File: src/rtl/usi_dma_hs_ctrl_if.sv
// USI <-> DMAC handshake bundle for one USI instance.
// Latency: none (wires only). Backpressure: none; the req/ack handshake itself paces transfers.
// Ports: master = handshake controller side, slave = USI/DMAC/register environment side.
interface usi_dma_hs_ctrl_if;
  logic        hs_en;
  logic        usi_trust;
  logic        usi_req_tx;
  logic        usi_req_rx;
  logic        usi_ack_tx;
  logic        usi_ack_rx;
  logic        dmac_req_tx;
  logic        dmac_req_rx;
  logic        dmac_sec_tx;
  logic        dmac_sec_rx;
  logic        dmac_ack_tx;
  logic        dmac_ack_rx;
  logic        err_clr;
  logic        err_tx;
  logic        err_rx;
  logic [15:0] xfer_cnt_tx;
  logic [15:0] xfer_cnt_rx;

  modport master (
    input  hs_en, usi_trust, usi_req_tx, usi_req_rx, dmac_ack_tx, dmac_ack_rx, err_clr,
    output usi_ack_tx, usi_ack_rx, dmac_req_tx, dmac_req_rx, dmac_sec_tx, dmac_sec_rx,
           err_tx, err_rx, xfer_cnt_tx, xfer_cnt_rx
  );

  modport slave (
    output hs_en, usi_trust, usi_req_tx, usi_req_rx, dmac_ack_tx, dmac_ack_rx, err_clr,
    input  usi_ack_tx, usi_ack_rx, dmac_req_tx, dmac_req_rx, dmac_sec_tx, dmac_sec_rx,
           err_tx, err_rx, xfer_cnt_tx, xfer_cnt_rx
  );
endinterface

File: src/rtl/usi_dma_hs_ctrl.sv
// Per-USI DMA handshake controller: level USI requests -> registered DMAC req/ack, one-cycle USI ack.
// Latency: dmac_req one cycle after usi_req sampled; usi_ack one cycle after dmac_ack sampled.
// Backpressure: a request waits in REQ until dmac_ack or timeout; GAP hold-off blocks re-issue.
// Ports: clk, rst_n (async active-low); io_hs carries all USI, DMAC and status signals.

// One channel (TX or RX). Ports: i_usi_req/o_usi_ack toward USI, o_dmac_req/o_dmac_sec/i_dmac_ack
// toward DMAC, i_hs_en/i_trust/i_err_clr controls, o_err/o_xfer_cnt status.
module usi_dma_hs_ch #(
  parameter int HOLDOFF = 2,
  parameter int TIMEOUT = 1024
) (
  input  logic        i_clk,
  input  logic        i_rst_n,
  input  logic        i_hs_en,
  input  logic        i_trust,
  input  logic        i_usi_req,
  input  logic        i_dmac_ack,
  input  logic        i_err_clr,
  output logic        o_usi_ack,
  output logic        o_dmac_req,
  output logic        o_dmac_sec,
  output logic        o_err,
  output logic [15:0] o_xfer_cnt
);
  typedef enum logic [1:0] {S_IDLE, S_REQ, S_ACK, S_GAP} state_t;

  localparam int          TO_LAST_I = (TIMEOUT > 0) ? TIMEOUT - 1 : 0;
  localparam logic [15:0] TO_LAST   = 16'(TO_LAST_I);
  localparam logic        TO_EN     = (TIMEOUT > 0);
  localparam logic [3:0]  HOLD_LAST = 4'(HOLDOFF - 1);

  state_t      r_state;
  state_t      w_state_nxt;
  logic [15:0] r_wait;
  logic [3:0]  r_hold;
  logic        r_usi_ack;
  logic        r_dmac_req;
  logic        r_dmac_sec;
  logic        r_err;
  logic [15:0] r_xfer_cnt;

  logic        w_timeout;
  logic        w_dmac_req_nxt;
  logic        w_usi_ack_nxt;
  logic        w_sec_load;
  logic        w_err_set;
  logic        w_cnt_inc;

  // r_wait counts REQ cycles from 0, so REQ lasts exactly TIMEOUT cycles without an ack.
  assign w_timeout = TO_EN && (r_wait == TO_LAST);

  // State register
  always_ff @(posedge i_clk or negedge i_rst_n) begin
    if (!i_rst_n) r_state <= S_IDLE;
    else          r_state <= w_state_nxt;
  end

  // Next-state logic; ack is tested before timeout so a coincident ack completes normally.
  always_comb begin
    w_state_nxt = r_state;
    case (r_state)
      S_IDLE:  if (i_usi_req && i_hs_en) w_state_nxt = S_REQ;
      S_REQ: begin
        if (i_dmac_ack)     w_state_nxt = S_ACK;
        else if (w_timeout) w_state_nxt = S_GAP;
      end
      S_ACK:   w_state_nxt = S_GAP;
      S_GAP:   if (r_hold == HOLD_LAST) w_state_nxt = S_IDLE;
      default: w_state_nxt = S_IDLE;
    endcase
  end

  // Output logic: decoded from the next state so every output comes straight from a flop.
  always_comb begin
    w_dmac_req_nxt = (w_state_nxt == S_REQ);
    w_usi_ack_nxt  = (w_state_nxt == S_ACK);
    w_sec_load     = (r_state == S_IDLE) && (w_state_nxt == S_REQ);
    // REQ -> GAP only happens on timeout (the ack path goes through ACK).
    w_err_set      = (r_state == S_REQ) && (w_state_nxt == S_GAP);
    w_cnt_inc      = w_usi_ack_nxt && (r_xfer_cnt != 16'hFFFF);
  end

  always_ff @(posedge i_clk or negedge i_rst_n) begin
    if (!i_rst_n) begin
      r_wait     <= '0;
      r_hold     <= '0;
      r_usi_ack  <= 1'b0;
      r_dmac_req <= 1'b0;
      r_dmac_sec <= 1'b0;
      r_err      <= 1'b0;
      r_xfer_cnt <= '0;
    end else begin
      r_wait     <= (r_state == S_REQ) ? r_wait + 16'd1 : 16'd0;
      r_hold     <= (r_state == S_GAP) ? r_hold + 4'd1 : 4'd0;
      r_usi_ack  <= w_usi_ack_nxt;
      r_dmac_req <= w_dmac_req_nxt;
      // Trust is captured only at issue, so it cannot change under an outstanding request.
      if (w_sec_load) r_dmac_sec <= i_trust;
      // A new timeout outranks a simultaneous clear.
      if (w_err_set)      r_err <= 1'b1;
      else if (i_err_clr) r_err <= 1'b0;
      if (w_cnt_inc) r_xfer_cnt <= r_xfer_cnt + 16'd1;
    end
  end

  assign o_usi_ack  = r_usi_ack;
  assign o_dmac_req = r_dmac_req;
  assign o_dmac_sec = r_dmac_sec;
  assign o_err      = r_err;
  assign o_xfer_cnt = r_xfer_cnt;
endmodule

module usi_dma_hs_ctrl #(
  parameter int HOLDOFF = 2,
  parameter int TIMEOUT = 1024
) (
  input  logic              clk,
  input  logic              rst_n,
  usi_dma_hs_ctrl_if.master io_hs
);
  // TX and RX are fully independent channel instances.
  usi_dma_hs_ch #(.HOLDOFF(HOLDOFF), .TIMEOUT(TIMEOUT)) u_tx (
    .i_clk      (clk),
    .i_rst_n    (rst_n),
    .i_hs_en    (io_hs.hs_en),
    .i_trust    (io_hs.usi_trust),
    .i_usi_req  (io_hs.usi_req_tx),
    .i_dmac_ack (io_hs.dmac_ack_tx),
    .i_err_clr  (io_hs.err_clr),
    .o_usi_ack  (io_hs.usi_ack_tx),
    .o_dmac_req (io_hs.dmac_req_tx),
    .o_dmac_sec (io_hs.dmac_sec_tx),
    .o_err      (io_hs.err_tx),
    .o_xfer_cnt (io_hs.xfer_cnt_tx)
  );

  usi_dma_hs_ch #(.HOLDOFF(HOLDOFF), .TIMEOUT(TIMEOUT)) u_rx (
    .i_clk      (clk),
    .i_rst_n    (rst_n),
    .i_hs_en    (io_hs.hs_en),
    .i_trust    (io_hs.usi_trust),
    .i_usi_req  (io_hs.usi_req_rx),
    .i_dmac_ack (io_hs.dmac_ack_rx),
    .i_err_clr  (io_hs.err_clr),
    .o_usi_ack  (io_hs.usi_ack_rx),
    .o_dmac_req (io_hs.dmac_req_rx),
    .o_dmac_sec (io_hs.dmac_sec_rx),
    .o_err      (io_hs.err_rx),
    .o_xfer_cnt (io_hs.xfer_cnt_rx)
  );
endmodule

File: src/flat_wrapper.sv
// flat-port wrapper written by rule: the top's interface ports become plain ports
module usi_dma_hs_ctrl_flat 
#(
  parameter int HOLDOFF = 2,
  parameter int TIMEOUT = 1024
)
  (clk, rst_n, io_hs_hs_en, io_hs_usi_trust, io_hs_usi_req_tx, io_hs_usi_req_rx, io_hs_dmac_ack_tx, io_hs_dmac_ack_rx, io_hs_err_clr, io_hs_usi_ack_tx, io_hs_usi_ack_rx, io_hs_dmac_req_tx, io_hs_dmac_req_rx, io_hs_dmac_sec_tx, io_hs_dmac_sec_rx, io_hs_err_tx, io_hs_err_rx, io_hs_xfer_cnt_tx, io_hs_xfer_cnt_rx);
  usi_dma_hs_ctrl_if io_hs_i ();
  input  logic clk;
  input  logic rst_n;
  input wire logic [$bits(io_hs_i.hs_en)-1:0] io_hs_hs_en;
  input wire logic [$bits(io_hs_i.usi_trust)-1:0] io_hs_usi_trust;
  input wire logic [$bits(io_hs_i.usi_req_tx)-1:0] io_hs_usi_req_tx;
  input wire logic [$bits(io_hs_i.usi_req_rx)-1:0] io_hs_usi_req_rx;
  input wire logic [$bits(io_hs_i.dmac_ack_tx)-1:0] io_hs_dmac_ack_tx;
  input wire logic [$bits(io_hs_i.dmac_ack_rx)-1:0] io_hs_dmac_ack_rx;
  input wire logic [$bits(io_hs_i.err_clr)-1:0] io_hs_err_clr;
  output wire logic [$bits(io_hs_i.usi_ack_tx)-1:0] io_hs_usi_ack_tx;
  output wire logic [$bits(io_hs_i.usi_ack_rx)-1:0] io_hs_usi_ack_rx;
  output wire logic [$bits(io_hs_i.dmac_req_tx)-1:0] io_hs_dmac_req_tx;
  output wire logic [$bits(io_hs_i.dmac_req_rx)-1:0] io_hs_dmac_req_rx;
  output wire logic [$bits(io_hs_i.dmac_sec_tx)-1:0] io_hs_dmac_sec_tx;
  output wire logic [$bits(io_hs_i.dmac_sec_rx)-1:0] io_hs_dmac_sec_rx;
  output wire logic [$bits(io_hs_i.err_tx)-1:0] io_hs_err_tx;
  output wire logic [$bits(io_hs_i.err_rx)-1:0] io_hs_err_rx;
  output wire logic [$bits(io_hs_i.xfer_cnt_tx)-1:0] io_hs_xfer_cnt_tx;
  output wire logic [$bits(io_hs_i.xfer_cnt_rx)-1:0] io_hs_xfer_cnt_rx;
  assign io_hs_i.hs_en = io_hs_hs_en;
  assign io_hs_i.usi_trust = io_hs_usi_trust;
  assign io_hs_i.usi_req_tx = io_hs_usi_req_tx;
  assign io_hs_i.usi_req_rx = io_hs_usi_req_rx;
  assign io_hs_i.dmac_ack_tx = io_hs_dmac_ack_tx;
  assign io_hs_i.dmac_ack_rx = io_hs_dmac_ack_rx;
  assign io_hs_i.err_clr = io_hs_err_clr;
  assign io_hs_usi_ack_tx = io_hs_i.usi_ack_tx;
  assign io_hs_usi_ack_rx = io_hs_i.usi_ack_rx;
  assign io_hs_dmac_req_tx = io_hs_i.dmac_req_tx;
  assign io_hs_dmac_req_rx = io_hs_i.dmac_req_rx;
  assign io_hs_dmac_sec_tx = io_hs_i.dmac_sec_tx;
  assign io_hs_dmac_sec_rx = io_hs_i.dmac_sec_rx;
  assign io_hs_err_tx = io_hs_i.err_tx;
  assign io_hs_err_rx = io_hs_i.err_rx;
  assign io_hs_xfer_cnt_tx = io_hs_i.xfer_cnt_tx;
  assign io_hs_xfer_cnt_rx = io_hs_i.xfer_cnt_rx;
  usi_dma_hs_ctrl #(.HOLDOFF(HOLDOFF), .TIMEOUT(TIMEOUT)) u_core (.clk(clk), .rst_n(rst_n), .io_hs(io_hs_i));
endmodule
File: config.mk
export PLATFORM = sky130hd
export DESIGN_NAME = usi_dma_hs_ctrl_flat
export DESIGN_NICKNAME = d
export VERILOG_FILES = /design/src/rtl/usi_dma_hs_ctrl_if.sv /design/src/rtl/usi_dma_hs_ctrl.sv /design/src/flat_wrapper.sv
export SDC_FILE = /design/constraint.sdc
export NUM_CORES = 1
export LEC_CHECK = 0
export BUFFER_PORTS_ARGS = -buffer_cell sky130_fd_sc_hd__buf_4
export CORE_UTILIZATION = 45
export DETAILED_ROUTE_END_ITERATION = 10
export PLACE_DENSITY_LB_ADDON = 0.08
export SYNTH_ARGS = -nofsm -noshare
export SYNTH_HDL_FRONTEND = slang
export SYNTH_SLANG_ARGS = --single-unit
File: constraint.sdc
create_clock -name clk -period 1.86 [get_ports clk]
set_input_delay 0.093 -clock clk [delete_from_list [all_inputs] [get_ports clk]]
set_output_delay 0.093 -clock clk [all_outputs]
set_load 0.005 [all_outputs]
==> flow_summary_export.csv <==
group,metric,value,unit
outcome,outcome,"finished, final reports clean",
place,placed_cell_area,0.004434,mm²
job,max-cap-violations,0,
yosys,yosysWarnings,0,
place,dp_hpwl,5.195,mm
power,finalPower,4.860,mW
floorplan,start_util,46.57,%
critical_path,critical_path_class,"register to register",
critical_path,r2r-end,"u_core.u_tx.o_dmac_req",
detailed_routing,vias,2794,
finish,fin_nets,452,
cts,clockRootBuffer,"clkbuf_8",
critical_path,cp-start-kind,"register",
yosys,syn_nets,376,
yosys,synthFlopType,"dfrtp_1",
floorplan,die_w,94.21,µm
detailed_routing,drtAntennaViolNets,0,
min_path,hold_depth,3,
critical_path,cp_top_family,"simple AND/OR/NAND/NOR gates",
power,power.switching,1.500,mW
yosys,netlist_top_cells_count,"84 x dfrtp_1, 51 x nor2_1, 33 x nand2_1",
finish,fillers,752,
detailed_routing,viasPerCell,5.136,
yosys,ys_ff_latch,84,
min_path,hold_path_class,"primary input to register",
grt,track_usage,18.21,%
yosys,synth_top_area_share,54.94,%
grt,grt_max_degree,54,
critical_path,crit_slowest_cell,"or4_4",
sta,fin_crit,1807,ps
yosys,syn_area,0.003826,mm²
cts,clk_latency,340,ps
sta,relSlewSlack,61.23,%
min_path,hold_end,"u_core.u_rx.r_state[0]",
finish,n_antenna_cell,0,
power,p_leak,2.152,nW
critical_path,r2r_cells,5,
power,powerDensity,1037,mW/mm²
power,ir_worst_vdd,0.4096,mV
critical_path,critPathMaxStageDelay,440,ps
grt,grt_pass1_vias,2711,
power,seqPwrFrac,48.8,%
finish,regArea,0.002102,mm²
yosys,synth_top_area_cell,"dfrtp_1",
detailed_routing,wirelength,7.345,mm
min_path,hp-start,"io_hs_usi_req_rx",
grt,grt-ovfl-total,0,
yosys,synth_most_common_cell,"dfrtp_1",
detailed_routing,wl_per_cell,13.50,µm
power,pwr-share-comb,25.1,%
sta,hold_viol_final,0,
cts,clk_pin_slew_worst_paths,80,ps
critical_path,cp.buffers_inverters,0,
grt,grt_pass1_wl,12.54,mm
place,gp_congestion,0.7545,
yosys,synthArstFlopShare,100.0,%
sta,tns,0,ps
critical_path,end_kind,"register",
yosys,ys_top_cells_by_area,"dfrtp_1 55%, xnor2_1 6.2%, xor2_1 6.0%",
finish,finalInstanceArea,0.004684,mm²
detailed_routing,drt-pass1-iter-count,5,
yosys,yosysSeqAreaShare,54.94,%
sta,maxSlewViolCount,0,
floorplan,coreArea,0.008217,mm²
power,p_clk_share,26.1,%
grt,antenna_found_initial,0,
sta,rsz0062_at_grt,"false",
cts,cts_tree,"done",
critical_path,crit_cells,5,
yosys,netlist-cell-type-count,41,
sta,worst_slew_pin_slew,581.5,ps
floorplan,num_rows,33,
cts,numCtsBuffers,9,
critical_path,path_cells,"ha_4 -> nand3_4 -> or3_4 -> or4_4 -> a31o_1",
finish,syn_to_final_growth,22.43,%
critical_path,r2r_slack,50,ps
place,dp_cells,524,
floorplan,pin_count,49,
sta,setup_viol,0,
critical_path,critPathMaxFanout,3,
critical_path,cp.arrival,2040,ps
sta,fmax,553.3,MHz
critical_path,worstReg2RegStart,"u_core.u_tx.r_wait[1]",
floorplan,die-area,0.008876,mm²
sta,final.period_utilization,97.18,%
place,io_buffers,48,
cts,cts.sinks,84,
detailed_routing,drtIter0Drc,69,
power,p_int,3.359,mW
finish,multi_input_area,0.001675,mm²
finish,drive_gt1_share,20.96,%
yosys,synth_cells,359,
yosys,synth_edf_count,0,
floorplan,die_h,94.21,µm
finish,stdcell_count,544,
yosys,syn_avg_cell_area,10.66,µm²
sta,fin_skew,6.392,ps
power,swShare,30.88,%
critical_path,cp.required,2100,ps
detailed_routing,drc_errors,0,
cts,htreeDepth,3,
cts,clockBufferDepth,2,
cell families (layout without fill, tap and decap cells):
family,count (synthesis),in the layout,synth area share (%)
AOI/OAI and AO/OA,28,28,4.578
xor gates and xnor gates,53,53,12.13
adders and majority gates,8,8,2.616
buffers and inverters,16,96,1.700
DFF,84,84,54.94
muxes,7,7,2.027
and+or+nand+nor,163,163,22.01
registers in the layout, summed over array words and instances, names as in the netlist, 2 cells and up:
| signal | count |
|---|---|
| u_core.u_rx.o_xfer_cnt | 16 |
| u_core.u_tx.r_hold | 4 |
| u_core.u_rx.r_wait | 16 |
| u_core.u_tx.r_state | 2 |
| u_core.u_tx.r_wait | 16 |
| u_core.u_rx.r_state | 2 |
| u_core.u_tx.o_xfer_cnt | 16 |
| u_core.u_rx.r_hold | 4 |
worst max-delay path by stage:
stage,from,endpoint
final,u_core.u_tx.r_wait[1],u_core.u_tx.o_dmac_req
after CTS,u_core.u_tx.r_wait[1],u_core.u_tx.o_dmac_req
after floorplan,u_core.u_tx.r_wait[0],u_core.u_tx.o_dmac_req
after detailed placement,u_core.u_tx.r_wait[1],u_core.u_tx.o_dmac_req
after global routing,u_core.u_tx.r_wait[1],u_core.u_tx.o_dmac_req
after global placement,u_core.u_tx.r_wait[1],u_core.u_tx.o_dmac_req
power groups by stage:
stage	clock network (mW)	registers (mW)	logic, mW
6_report	1.27	2.37	1.22
2_1_floorplan	0	2.38	0.662
3_5_place_dp	0	2.40	1.22
4_1_cts	1.30	2.37	1.24
5_1_grt	1.37	2.42	1.39
3_3_place_gp	0	2.39	1.20
metal layers:
metal | part of all wire (%) | wire (µm) | GRT usage [%] | up-vias
li1 | - | - | - | 1387
met1 | 49 | 3574 | 24.37 | 1359
met2 | 47 | 3433 | 29.11 | 38
met3 | 3.1 | 227 | 3.236 | 10
met4 | 1.5 | 111 | 7.308 | 0
met5 | 0 | 0 | 0 | -
area by class of cell:
type | count | share of cell area (%)
clock buffer | 13 | 3.178
clock inverter | 2 | 0.7479
inverter | 11 | 0.8814
multi-input combinational | 259 | 35.76
sequential | 84 | 44.87
tap | 105 | 2.804
timing repair buffer | 70 | 11.75
layout by cell type, fill, tap and decap left out, drive strengths merged, types with 6 or more instances in the layout:
cell     n
xor2    26
and4     6
dfrtp   84
mux2     6
nor2    51
inv     11
o21ai    7
nand3   17
a21oi   12
ha       8
and3     6
buf     65
nand4   22
or3      8
xnor2   27
nand2   33
clkbuf  13
per-stage QoR:
step	utilization, %	setup slack [ps]	hold WS [ps]
finish	57.01	52.51	69.19
global route	57.01	5.894	90.01
CTS	56.84	22.40	57.31
detailed placement	53.97	4.949	71.80
global placement	53.97	53.35	65.85
floorplan	-	13.67	-202.6
tightest hold or removal path, stage by stage:
cell and delay, ps:
buf_4 110, nand2_1 100, a22oi_1 70
what timing repair did:
item                       CTS  global route
setup endpoints to repair    1             4
gates cloned                 0             0
setup buffers                0             0
pin swaps                    0             0
hold buffers                 5             0
hold endpoints to repair    35             0
resized for setup            1             2
Power figures use the tool's default switching activity.
